### src/rtl/reset_release_sequencer_if.sv
`default_nettype none
// ============================================================================
// reset_release_sequencer_if : soft-reset request and sequenced reset outputs
// Revision: 1.0
// ============================================================================
interface reset_release_sequencer_if #(
  parameter int NUM_OUT = 3
);
  logic               iSwReset;
  logic [NUM_OUT-1:0] oResetN;
  logic               oReady;
  logic [1:0]         oState;

  modport master (
    output iSwReset,
    input  oResetN,
    input  oReady,
    input  oState
  );

  modport slave (
    input  iSwReset,
    output oResetN,
    output oReady,
    output oState
  );
endinterface
`default_nettype wire

### src/rtl/reset_release_sequencer.sv
`default_nettype none
// ============================================================================
// reset_release_sequencer : async-assert / sync-release, index-ordered resets
// Revision: 1.0
// ============================================================================
module reset_release_sequencer #(
  parameter int SYNC_STAGES = 2,
  parameter int NUM_OUT     = 3,
  parameter int HOLD_CYCLES = 8,
  parameter int STEP_CYCLES = 4
) (
  input  wire logic                iClock,
  input  wire logic                iPreset,
  reset_release_sequencer_if.slave bus
);
  localparam int c_HW = $clog2(HOLD_CYCLES + 1);
  localparam int c_SW = $clog2(STEP_CYCLES + 1);
  localparam int c_IW = (NUM_OUT > 1) ? $clog2(NUM_OUT) : 1;

  localparam logic [c_HW-1:0] c_HOLD_LAST = c_HW'(HOLD_CYCLES - 1);
  localparam logic [c_SW-1:0] c_STEP_LAST = c_SW'(STEP_CYCLES - 1);
  localparam logic [c_IW-1:0] c_IDX_LAST  = c_IW'(NUM_OUT - 1);

  typedef enum logic [1:0] {
    S_RESET   = 2'd0,
    S_HOLD    = 2'd1,
    S_RELEASE = 2'd2,
    S_RUN     = 2'd3
  } state_t;

  state_t             r_state;
  logic [SYNC_STAGES-1:0] r_sync;
  logic [c_HW-1:0]    r_hold_cnt;
  logic [c_SW-1:0]    r_step_cnt;
  logic [c_IW-1:0]    r_idx;
  logic [NUM_OUT-1:0] r_reset_n;
  logic               r_ready;

  logic               w_sync_q;
  logic [NUM_OUT-1:0] w_idx_mask;

  assign w_sync_q   = r_sync[SYNC_STAGES-1];
  assign w_idx_mask = NUM_OUT'(1) << r_idx;

  always_ff @(posedge iClock or negedge iPreset) begin
    if (!iPreset) begin
      r_state    <= S_RESET;
      r_sync     <= '0;
      r_hold_cnt <= '0;
      r_step_cnt <= '0;
      r_idx      <= '0;
      r_reset_n  <= '0;
      r_ready    <= 1'b0;
    end else begin
      r_sync <= {r_sync[SYNC_STAGES-2:0], 1'b1};
      // Soft reset outranks sequencing and re-arms the hold on every high sample.
      if (r_state != S_RESET && bus.iSwReset) begin
        r_state    <= S_HOLD;
        r_hold_cnt <= '0;
        r_reset_n  <= '0;
        r_ready    <= 1'b0;
      end else begin
        case (r_state)
          S_RESET: begin
            if (w_sync_q) begin
              r_state    <= S_HOLD;
              r_hold_cnt <= '0;
            end
          end
          S_HOLD: begin
            r_hold_cnt <= r_hold_cnt + 1'b1;
            if (r_hold_cnt == c_HOLD_LAST) begin
              r_reset_n[0] <= 1'b1;
              r_idx        <= c_IW'(1);
              r_step_cnt   <= '0;
              if (NUM_OUT == 1) begin
                r_state <= S_RUN;
                r_ready <= 1'b1;
              end else begin
                r_state <= S_RELEASE;
              end
            end
          end
          S_RELEASE: begin
            r_step_cnt <= r_step_cnt + 1'b1;
            if (r_step_cnt == c_STEP_LAST) begin
              r_reset_n  <= r_reset_n | w_idx_mask;
              r_step_cnt <= '0;
              if (r_idx == c_IDX_LAST) begin
                r_state <= S_RUN;
                r_ready <= 1'b1;
              end else begin
                r_idx <= r_idx + 1'b1;
              end
            end
          end
          S_RUN: begin
            r_state <= S_RUN;
          end
          default: begin
            r_state <= S_RESET;
          end
        endcase
      end
    end
  end

  assign bus.oResetN = r_reset_n;
  assign bus.oReady  = r_ready;
  assign bus.oState  = r_state;
endmodule
`default_nettype wire

### src/flat_wrapper.sv
// flat-port wrapper written by rule: the top's interface ports become plain ports
module reset_release_sequencer_flat 
#(
  parameter int SYNC_STAGES = 2,
  parameter int NUM_OUT     = 3,
  parameter int HOLD_CYCLES = 8,
  parameter int STEP_CYCLES = 4
)
  (iClock, iPreset, bus_iSwReset, bus_oResetN, bus_oReady, bus_oState);
  reset_release_sequencer_if #(.NUM_OUT(NUM_OUT)) bus_i ();
  input  wire logic iClock;
  input  wire logic iPreset;
  input wire logic [$bits(bus_i.iSwReset)-1:0] bus_iSwReset;
  output wire logic [$bits(bus_i.oResetN)-1:0] bus_oResetN;
  output wire logic [$bits(bus_i.oReady)-1:0] bus_oReady;
  output wire logic [$bits(bus_i.oState)-1:0] bus_oState;
  assign bus_i.iSwReset = bus_iSwReset;
  assign bus_oResetN = bus_i.oResetN;
  assign bus_oReady = bus_i.oReady;
  assign bus_oState = bus_i.oState;
  reset_release_sequencer #(.SYNC_STAGES(SYNC_STAGES), .NUM_OUT(NUM_OUT), .HOLD_CYCLES(HOLD_CYCLES), .STEP_CYCLES(STEP_CYCLES)) u_core (.iClock(iClock), .iPreset(iPreset), .bus(bus_i));
endmodule
### config.mk
export PLATFORM = sky130hd
export DESIGN_NAME = reset_release_sequencer_flat
export DESIGN_NICKNAME = d
export VERILOG_FILES = /design/src/rtl/reset_release_sequencer_if.sv /design/src/rtl/reset_release_sequencer.sv /design/src/flat_wrapper.sv
export SDC_FILE = /design/constraint.sdc
export NUM_CORES = 1
export LEC_CHECK = 0
export CAP_MARGIN = 20
export CORE_ASPECT_RATIO = 1.5
export CORE_MARGIN = 10
export CORE_UTILIZATION = 30
export CTS_CLUSTER_SIZE = 20
export DETAILED_ROUTE_END_ITERATION = 8
export PLACE_DENSITY = 0.49
export SLEW_MARGIN = 20
export SYNTH_ARGS = -nofsm -noshare
export SYNTH_HDL_FRONTEND = slang
export SYNTH_SLANG_ARGS = --single-unit
### constraint.sdc
create_clock -name iClock -period 1.5 [get_ports iClock]
set_clock_uncertainty 0.1 [all_clocks]
set_input_delay 0.15 -clock iClock [delete_from_list [all_inputs] [get_ports iClock]]
set_output_delay 0.15 -clock iClock [all_outputs]
set_load 0.02 [all_outputs]
==> results of run 1 <==
==> Yosys cell counts <==
cell       count
a21bo_2        1
a21boi_4       1
a21oi_1        4
a21oi_2        1
a31oi_1        1
a41oi_1        1
and2_1         1
and3_1         1
and4_1         1
buf_4          1
conb_1         1
dfrtp_1       17
ha_1          10
inv_1          7
mux2_2         1
mux2_4         2
mux2i_1        2
nand2_1        7
nand2b_1       3
nand3_1        2
nand3_2        1
nand3b_4       1
nand4_1        2
nor2_1         8
nor2b_1        1
nor3b_1        1
o2111ai_1      1
o21ai_0        5
o21ai_2        1
o31ai_1        2
==> per-layer routing <==
metal  up-vias  track usage  wire length, um
met3         2      0.02405               87
met5         -            0                0
met4         0      0.02344               20
met1       337      0.09297              933
li1        378            -                -
met2         9       0.1252              977
==> power by group through the flow <==
stage,clock (uW),combinational [uW],sequential (uW)
after floorplan,0,499,667
after global placement,0,972,625
after detailed placement,0,981,628
after CTS,353,1130,622
after global routing,382,1270,631
final,335,1150,620
==> worst reg2reg max path, delay by kind of cell, from the launching register on <==
family,cells,cell delay (ps)
DFF,1,400
muxes,1,320
AOI/OAI and AO/OA,1,190
adders and majority gates,1,260
buffers and inverters,1,70
and+or+nand+nor,1,120
==> metrics by stage <==
stage	utilization	area (sq um)
final	0.4777	1420
after global routing	0.4777	1420
after CTS	0.4701	1398
after detailed placement	0.4209	1251
after global placement	0.4209	1251
after floorplan	-	964.7
==> final timing paths <==
path	cells past startpoint	start	end
max reg2reg	5	u_core.bus.oState[1]$_DFFE_PN0P_	u_core.r_idx[0]$_DFFE_PN0P_
min	2	iPreset	u_core.r_hold_cnt[0]$_DFFE_PN0P_
max	5	u_core.bus.oState[1]$_DFFE_PN0P_	u_core.r_idx[0]$_DFFE_PN0P_
min in group iClock	0	u_core.r_sync[0]$_DFF_PN0_	u_core.r_sync[1]$_DFF_PN0_
min reg2reg	0	u_core.r_sync[0]$_DFF_PN0_	u_core.r_sync[1]$_DFF_PN0_
max in group asynchronous	2	iPreset	u_core.bus.oState[1]$_DFFE_PN0P_
==> area by class of cell <==
type / instances / share of cell area
Multi-Input combinational cell: 63 / 0.4167
Sequential cell: 17 / 0.3013
Timing Repair Buffer: 33 / 0.1930
Tap cell: 39 / 0.03436
Clock buffer: 3 / 0.02907
Inverter: 7 / 0.02203
Clock inverter: 1 / 0.003524
==> registers in the layout, summed over array words and instances, names as in the netlist <==
register            cells
u_core.bus.oResetN      3
u_core.r_step_cnt       3
u_core.r_hold_cnt       4
u_core.bus.oReady       1
u_core.r_idx            2
u_core.r_sync           2
u_core.bus.oState       2
==> cells in the final DEF (no fill, tap or decap), types with 2 or more instances in the layout <==
master,instances
clkbuf_8,3
dlygate4sd2_1,2
inv_1,5
nand2b_4,2
dlymetal6s2s_1,2
clkdlybuf4s50_1,4
mux2i_1,2
ha_4,5
dfrtp_1,15
o21ai_0,5
nand2_1,7
ha_1,4
nand4_1,2
dfrtp_2,2
nor2_1,8
nand3_1,2
mux2_4,2
inv_4,2
buf_4,24
a21oi_1,4
==> cell families after synthesis <==
family,count (synthesis),share of synthesized area
AND/OR/NAND/NOR,29,0.1727
AO/OA/AOI/OAI,18,0.1381
flip-flops,17,0.4515
adder cells (fa/ha/maj),10,0.1328
buffers and inverters,8,0.03586
multiplexers,5,0.06507
other,1,0.003980
==> repair_timing <==
action / in CTS / in global routing
endpoints found under the setup margin: 10 / 12
endpoints found under the hold margin: 0 / 0
buffers inserted: 3 / 1
gates resized for setup: 16 / 5
pin swaps: 5 / 2
cloned: 0 / 0
==> reports/results.ini, run 1 <==
[placed_design]
hpwlAfterDp_mm = 1.536
gp_congestion = 0.7661
dp_cells = 156
place_ws_ps = -111.2
port_buffers = 8

[finish]
layout-drive-gt1-share = 0.4355
regArea_sq_um = 427.9
diodes = 0
syn2layout_area_growth_pct = 50.73
stdcell_count = 163
multiInputGateArea_sq_um = 591.8
nets = 138
num-fill-cells = 280

[grt]
grt_overflow = 0
antenna_found_initial = 0
grt_max_degree = 18
grt_usage = 0.07665
grt_pass1_vias = 762
grt_pass1_wl_mm = 3.546

[setup_path]
regToRegSetupSlack_ps = -60
critPathBufInv = 1
slowest_delay_ps = 400
critical_path_class = reg -> reg
cp_data_required_time_ps = 1530
worstPathMaxFanout = 4
cp-end-kind = flip-flop
start_kind = flip-flop
crit_chain = inv_4, ha_4, a21boi_4, nand3_2, mux2_4
arrival_ps = 1600
critPathTopFamily = flip-flops
cpMaxStageDelayCell = dfrtp_2

[synthesis]
synth_area_sq_um = 942.2
synthCells = 88
ys_ff_latch = 17
synth_area_leaders = dfrtp_1 (45%), ha_1 (13%), mux2_4 (3.2%)
yosys_warnings = 0
ys_types = 30
avgSynthCellArea_sq_um = 10.71
yosys.area.top_type = dfrtp_1
syn-num-nets = 101
yosysSeqAreaShare = 0.4515
netlist.area_leader.share = 0.4515

[hold_path]
hold_class = in -> async

[die]
io_pins = 9
start_util = 0.3169
dieArea_sq_um = 5828
fp-row-count = 24
die_w_um = 65.76
core-area_sq_um = 2973
die_h_um = 88.64

[sta]
hold_violations = 0
setup_viol = 3
min_period_ps = 1563
report.final.slew_viol_count = 0
layout_setup_ws_ps = -63.01
finalSetupTns_ps = -130.1
max_freq_ghz = 0.6398
fin_crit_sh = 1.042
hold_slack_ps = 125.9
grt_setup_unrepaired = yes

[power_and_ir_drop]
comb_power_share = 0.547
netSwitchingPower_uw = 741.2
leakage_uw = 0.0007294
p_int_uw = 1366
swShare = 0.3517
power_density_nw_per_um2 = 1484
power_frac_seq = 0.294
finalPower_uw = 2108
peakVddDrop_mv = 0.8315
clkPwrFrac = 0.159

[clocking]
cts_hold_buf = 0
clkSinkCount = 17
clock_path_buffers = 2
cts_max_level = 1
cts_root_buffer = clkbuf_8
cts.reportedPaths.clkPinSlew_ps = 70
cts_inserted_buffers = 3
cts_tree = done
clock_latency_ps = 240

[drt]
vias_per_cell = 4.454
vias = 726
drtIter0Drc = 23
routedWlPerCell_um = 12.38
drt_wl_total_mm = 2.018
detail-route-antenna-nets = 0
dr.pass1.iters = 4
drc = 0

[flow_run]
max_cap_viol_count = 0

[outcome]
status = finished with violations
violations = setup timing

Note: power is estimated with default switching activity, not from simulation.
==> run 2: changes to the inputs <==
--- a/config.mk
+++ b/config.mk
@@ -11,2 +11,3 @@
 export CORE_UTILIZATION = 30
+export CTS_BUF_LIST = sky130_fd_sc_hd__clkbuf_16
 export CTS_CLUSTER_SIZE = 20
--- a/constraint.sdc
+++ b/constraint.sdc
@@ -4,2 +4,2 @@
 set_output_delay 0.15 -clock iClock [all_outputs]
-set_load 0.02 [all_outputs]
+set_load 0.005 [all_outputs]
==> reports/results.ini, run 2 (synthesis results as in run 1) <==
[placed_design]
port_buffers = 8  ; unchanged
gp_congestion = 0.7876  ; +2.8%
place_area_sq_um = 1261  ; +0.80%
hpwlAfterDp_mm = 1.555  ; +1.3%

[finish]
layout-drive-gt1-share = 0.4355  ; unchanged
layout_common_cells = buf_4 (23), dfrtp_1 (17), nor2_1 (7), nand2_1 (7)
largest_reg_flops = 4  ; unchanged
nets = 138  ; unchanged
final_util = 0.4882  ; +0.01052
syn2layout_area_growth_pct = 54.05
regMostFlops = u_core.r_hold_cnt
diodes = 0  ; unchanged
final_area_sq_um = 1451  ; +2.2%
layout_commonest_cell = buf_4

[die]
die_w_um = 65.76  ; unchanged
die_h_um = 88.64  ; unchanged
core-area_sq_um = 2973  ; unchanged
start_util = 0.3169  ; unchanged
fp-row-count = 24  ; unchanged
io_pins = 9  ; unchanged
dieArea_sq_um = 5828  ; unchanged

[setup_path]
start_kind = flip-flop
critical_path_class = reg -> reg
cp-end-kind = flip-flop
worstPathMaxFanout = 4  ; unchanged
cp_data_required_time_ps = 1530  ; about the same
arrival_ps = 1600  ; about the same
crit_chain = inv_2, ha_2, inv_1, o2111ai_2, mux2_2
critPathBufInv = 2  ; +1
cpMaxStageDelayCell = dfrtp_1
slowest_delay_ps = 390  ; about the same
critPathTopFamily = flip-flops

[clocking]
clkSinkCount = 17  ; unchanged
cts_inserted_buffers = 3  ; unchanged
cts_tree = done
cts_max_level = 1  ; unchanged
clock_latency_ps = 250  ; about the same
cts_root_buffer = clkbuf_16
clock_path_buffers = 2  ; unchanged
cts.reportedPaths.clkPinSlew_ps = 50  ; -20 ps
cts_hold_buf = 0  ; unchanged

[grt]
antenna_found_initial = 0  ; unchanged
grt_pass1_wl_mm = 3.629  ; +2.3%
grt_overflow = 0  ; unchanged
grt_pass1_vias = 815  ; +7.0%
grt_usage = 0.07889  ; +0.002239
grt_max_degree = 18  ; unchanged

[sta]
report.final.slew_viol_count = 0  ; unchanged
hold_violations = 0  ; unchanged
min_period_ps = 1569  ; +5.838 ps
fin_crit_sh = 1.046  ; +0.003892
setup_viol = 6  ; +3
grt_setup_unrepaired = yes
max_freq_ghz = 0.6374  ; -0.37%
layout_setup_ws_ps = -68.85  ; -5.838 ps

[power_and_ir_drop]
finalPower_uw = 2258  ; +7.1%
power_density_nw_per_um2 = 1556  ; +4.8%
swShare = 0.3214  ; -0.03030
comb_power_share = 0.497  ; -0.050
netSwitchingPower_uw = 725.7  ; -2.1%
peakVddDrop_mv = 0.8586  ; +3.3%
leakage_uw = 0.0007235  ; -0.81%
clkPwrFrac = 0.234  ; +0.075
p_int_uw = 1532  ; +12%
power_frac_seq = 0.269  ; -0.025

[drt]
drtIter0Drc = 13  ; -43%
routedWlPerCell_um = 13.15  ; +6.2%
drt_wl_total_mm = 2.144  ; +6.2%
dr.pass1.iters = 4  ; unchanged
vias_per_cell = 4.528  ; +1.7%
drc = 0  ; unchanged
vias = 738  ; +1.7%
detail-route-antenna-nets = 0  ; unchanged

[outcome]
violations = setup timing
status = finished with violations

[hold_path]
hold_class = in -> async

[flow_run]
max_cap_viol_count = 0  ; unchanged

-- run 2: cell count changes in the layout (fill, tap and decap cells not counted), sizes merged --
cell,delta
clkdlybuf4s50,+2
clkinv,-1
dlygate4sd2,-1
dlymetal6s2s,-1
inv,+1
-- run 2: worst paths after layout --
| path | from | endpoint | slack [ps] | cells after the start |
|---|---|---|---|---|
| hold / removal | iPreset | u_core.r_step_cnt[1]$_DFFE_PN0P_ | 130 | 2 |
| setup reg to reg | u_core.bus.oState[0]$_DFFE_PN0P_ | u_core.bus.oState[1]$_DFFE_PN0P_ | -70 | 5 |
| max in group asynchronous | iPreset | u_core.bus.oReady$_DFFE_PN0P_ | 970 | 2 |
| min in group iClock | u_core.r_sync[0]$_DFF_PN0_ | u_core.r_sync[1]$_DFF_PN0_ | 250 | 0 |
| setup / recovery | u_core.bus.oState[0]$_DFFE_PN0P_ | u_core.bus.oState[1]$_DFFE_PN0P_ | -70 | 5 |
| hold reg to reg | u_core.r_sync[0]$_DFF_PN0_ | u_core.r_sync[1]$_DFF_PN0_ | 250 | 0 |
-- run 2: power by group through the flow --
stage,Sequential (uW),Clock [uW],Combinational [uW]
after floorplan,626,0,497
after detailed placement,618,0,957
final,608,528,1120
after CTS,612,544,998
after global placement,614,0,956
after global routing,619,566,1250
-- run 2: metrics by stage --
step / cells / hold slack (ps) / setup TNS (ps) / setup slack [ps]
after floorplan: 88 / -245.6 / -200.3 / -74.61
after global placement: 158 / 236.9 / -261.9 / -77.13
after detailed placement: 158 / 240.5 / -402.9 / -96.95
after CTS: 162 / 145.6 / -305.1 / -82.32
after global routing: 163 / 160.2 / -866.9 / -145.2
final: 163 / 134.8 / -252.8 / -68.85
-- run 2: area by class of cell --
cell class / count / area (sq um)
tap: 39 / 48.80
fill: 263 / 1521
clock inverter: 1 / 3.754
clock buffer: 3 / 75.07
sequential: 17 / 425.4
timing repair buffer: 33 / 276.5
inverter: 7 / 26.28
multi-input combinational: 63 / 595.6
-- run 2: per-layer routing --
layer / part of all wire / track usage
met1: 0.44 / 0.08619
met2: 0.51 / 0.1349
met3: 0.030 / 0.01772
met4: 0.021 / 0.04688
met5: 0 / 0
-- run 2: repair_timing --
action,in CTS,in global routing
buffers inserted,1,1
endpoints found under the setup margin,9,14
resized for setup,8,17
cloned,0,0
pin swaps,2,3
==> run 3: changes to the inputs <==
- GPL_TIMING_DRIVEN: unset -> 0
==> reports/results.ini, run 3 (synthesis results as in run 1) <==
[finish]
regArea_sq_um = 425.4  ; unchanged
diodes = 0  ; unchanged
multiInputGateArea_sq_um = 615.6  ; +3.4%
nets = 126  ; -8.7%
layout_common_cells = dfrtp_1 (17), buf_4 (12), nor2_1 (8), nand2_1 (7), clkdlybuf4s50_1 (6)
largest_reg_flops = 4  ; unchanged
layout_commonest_cell = dfrtp_1
layout-drive-gt1-share = 0.3750  ; -0.06048
num-fill-cells = 275  ; +4.6%
syn2layout_area_growth_pct = 46.08
final_util = 0.4630  ; -0.02525
regMostFlops = u_core.r_hold_cnt

[hold_path]
min_path_cells = 0
min-delay-start = u_core.r_sync[0]$_DFF_PN0_
hold_end = u_core.r_sync[1]$_DFF_PN0_
hold_class = reg -> reg

[setup_path]
start_kind = flip-flop
cp-startpoint = u_core.bus.oState[1]$_DFFE_PN0P_
r2r-start = u_core.bus.oState[1]$_DFFE_PN0P_
arrival_ps = 1620  ; +20 ps
cpMaxStageDelayCell = dfrtp_1
worstPathMaxFanout = 4  ; unchanged
cp_data_required_time_ps = 1540  ; about the same
crit_chain = inv_4, ha_4, a21boi_4, nand3_2, mux2_4
regToRegSetupSlack_ps = -90  ; -20 ps
reg2regPathDepth = 5  ; unchanged
slowest_delay_ps = 390  ; about the same
critical_path_class = reg -> reg
cp-end-kind = flip-flop
reg2reg_to = u_core.r_idx[0]$_DFFE_PN0P_
critPathTopFamily = flip-flops
critPathBufInv = 1  ; -1

[sta]
layout_setup_ws_ps = -86.61  ; -17.77 ps
tightest_slew_ps = 807.7
hold_violations = 0  ; unchanged
setup_viol = 5  ; -1
relSlewSlack = 0.4598
min_period_ps = 1587  ; +17.77 ps
grt_setup_unrepaired = yes
finalSetupTns_ps = -270.8  ; -17.93 ps
fin_crit_sh = 1.058  ; +0.01184
max_freq_ghz = 0.6303  ; -1.1%
report.final.slew_viol_count = 0  ; unchanged

[grt]
grt_overflow = 0  ; unchanged
grt_usage = 0.08018  ; +0.001297
met3_usage = 0.02911  ; +0.01139
grt_busiest_layer = met2
grt_pass1_vias = 771  ; -5.4%
met1_usage = 0.08114  ; -0.005054
antenna_found_initial = 0  ; unchanged
grt_pass1_wl_mm = 3.553  ; -2.1%
grt_max_degree = 18  ; unchanged
grtUsageMet2 = 0.1323  ; -0.002646

[clocking]
cts_hold_buf = 0  ; unchanged
cts_max_level = 1  ; unchanged
clock_path_buffers = 2  ; unchanged
cts_inserted_buffers = 3  ; unchanged
cts.reportedPaths.clkPinSlew_ps = 50  ; about the same
clock_latency_ps = 250  ; about the same
clkSinkCount = 17  ; unchanged
cts_root_buffer = clkbuf_16
cts_tree = done

[power_and_ir_drop]
leakage_uw = 0.0006581  ; -9.0%
peakVddDrop_mv = 0.8522  ; -0.74%
power_density_nw_per_um2 = 1596  ; +2.6%

[die]
core-area_sq_um = 2973  ; unchanged
die_w_um = 65.76  ; unchanged
dieArea_sq_um = 5828  ; unchanged
io_pins = 9  ; unchanged
start_util = 0.3169  ; unchanged
die_h_um = 88.64  ; unchanged
fp-row-count = 24  ; unchanged

[drt]
drc = 0  ; unchanged
dr.pass1.iters = 4  ; unchanged
vias = 741  ; +0.41%
drtIter0Drc = 13  ; unchanged
drt_wl_total_mm = 2.156  ; +0.56%
routedWlPerCell_um = 14.28  ; +8.6%
detail-route-antenna-nets = 0  ; unchanged
vias_per_cell = 4.907  ; +8.4%

[flow_run]
max_cap_viol_count = 0  ; unchanged

[outcome]
status = finished with violations
violations = setup timing

[placed_design]
port_buffers = 8  ; unchanged
gp_congestion = 0.7514  ; -4.6%
hpwlAfterDp_mm = 1.365  ; -12%

-- run 3: changes by cell type in the layout (fill, tap and decap cells not counted), moves of 2 or more --
cell     previous run  this run
ha_1                5         3
o21ai_0             1         4
buf_4              23        12
o21ai_1             3         1
-- run 3: how the worst max path moves through the flow --
stage,endpoint,depth (start not counted)
6_report,u_core.r_idx[0]$_DFFE_PN0P_,5
4_1_cts,u_core.r_idx[0]$_DFFE_PN0P_,5
3_3_place_gp,u_core.r_idx[0]$_DFFE_PN0P_,6
3_5_place_dp,u_core.r_idx[0]$_DFFE_PN0P_,6
5_1_grt,u_core.r_idx[0]$_DFFE_PN0P_,5
2_1_floorplan,u_core.r_idx[0]$_DFFE_PN0P_,7
-- run 3: routing by layer --
layer | vias up | wire (um)
met5 | - | 0
met4 | 0 | 65
met3 | 5 | 94
met2 | 11 | 1163
met1 | 373 | 833
li1 | 352 | -
-- run 3: power by group --
group,total [uW],internal [uW],switching [uW]
sequential,627,551,76.0
combinational,1030,546,487
clock,537,355,183
total,2200,1450,746
-- run 3: area by class of cell --
| class | instances | share of cell area |
|---|---|---|
| clock buffer | 3 | 0.05455 |
| clock inverter | 1 | 0.002727 |
| inverter | 7 | 0.02091 |
| multi-input combinational | 63 | 0.4473 |
| sequential | 17 | 0.3091 |
| tap | 39 | 0.03545 |
| timing repair buffer | 21 | 0.1300 |
-- run 3: stage by stage --
stage / instances / hold slack, ps / setup WS [ps] / power [uW] / area [sq um]
detailed placement: 135 / 243.4 / -207.9 / 1329 / 1089
global placement: 135 / 232.2 / -196.7 / 1317 / 1089
CTS: 150 / 255.3 / -121.4 / 2080 / 1296
global route: 151 / 259.7 / -157.3 / 2371 / 1376
floorplan: 88 / -245.6 / -74.61 / 1124 / 959.7
finish: 151 / 252.1 / -86.61 / 2196 / 1376
-- run 3: what timing repair did --
item                       in CTS  in global routing
pin swaps                       4                  3
setup buffers                  11                  2
setup endpoints to repair      10                 12
hold endpoints to repair        0                  0
gates resized for setup        11                 14
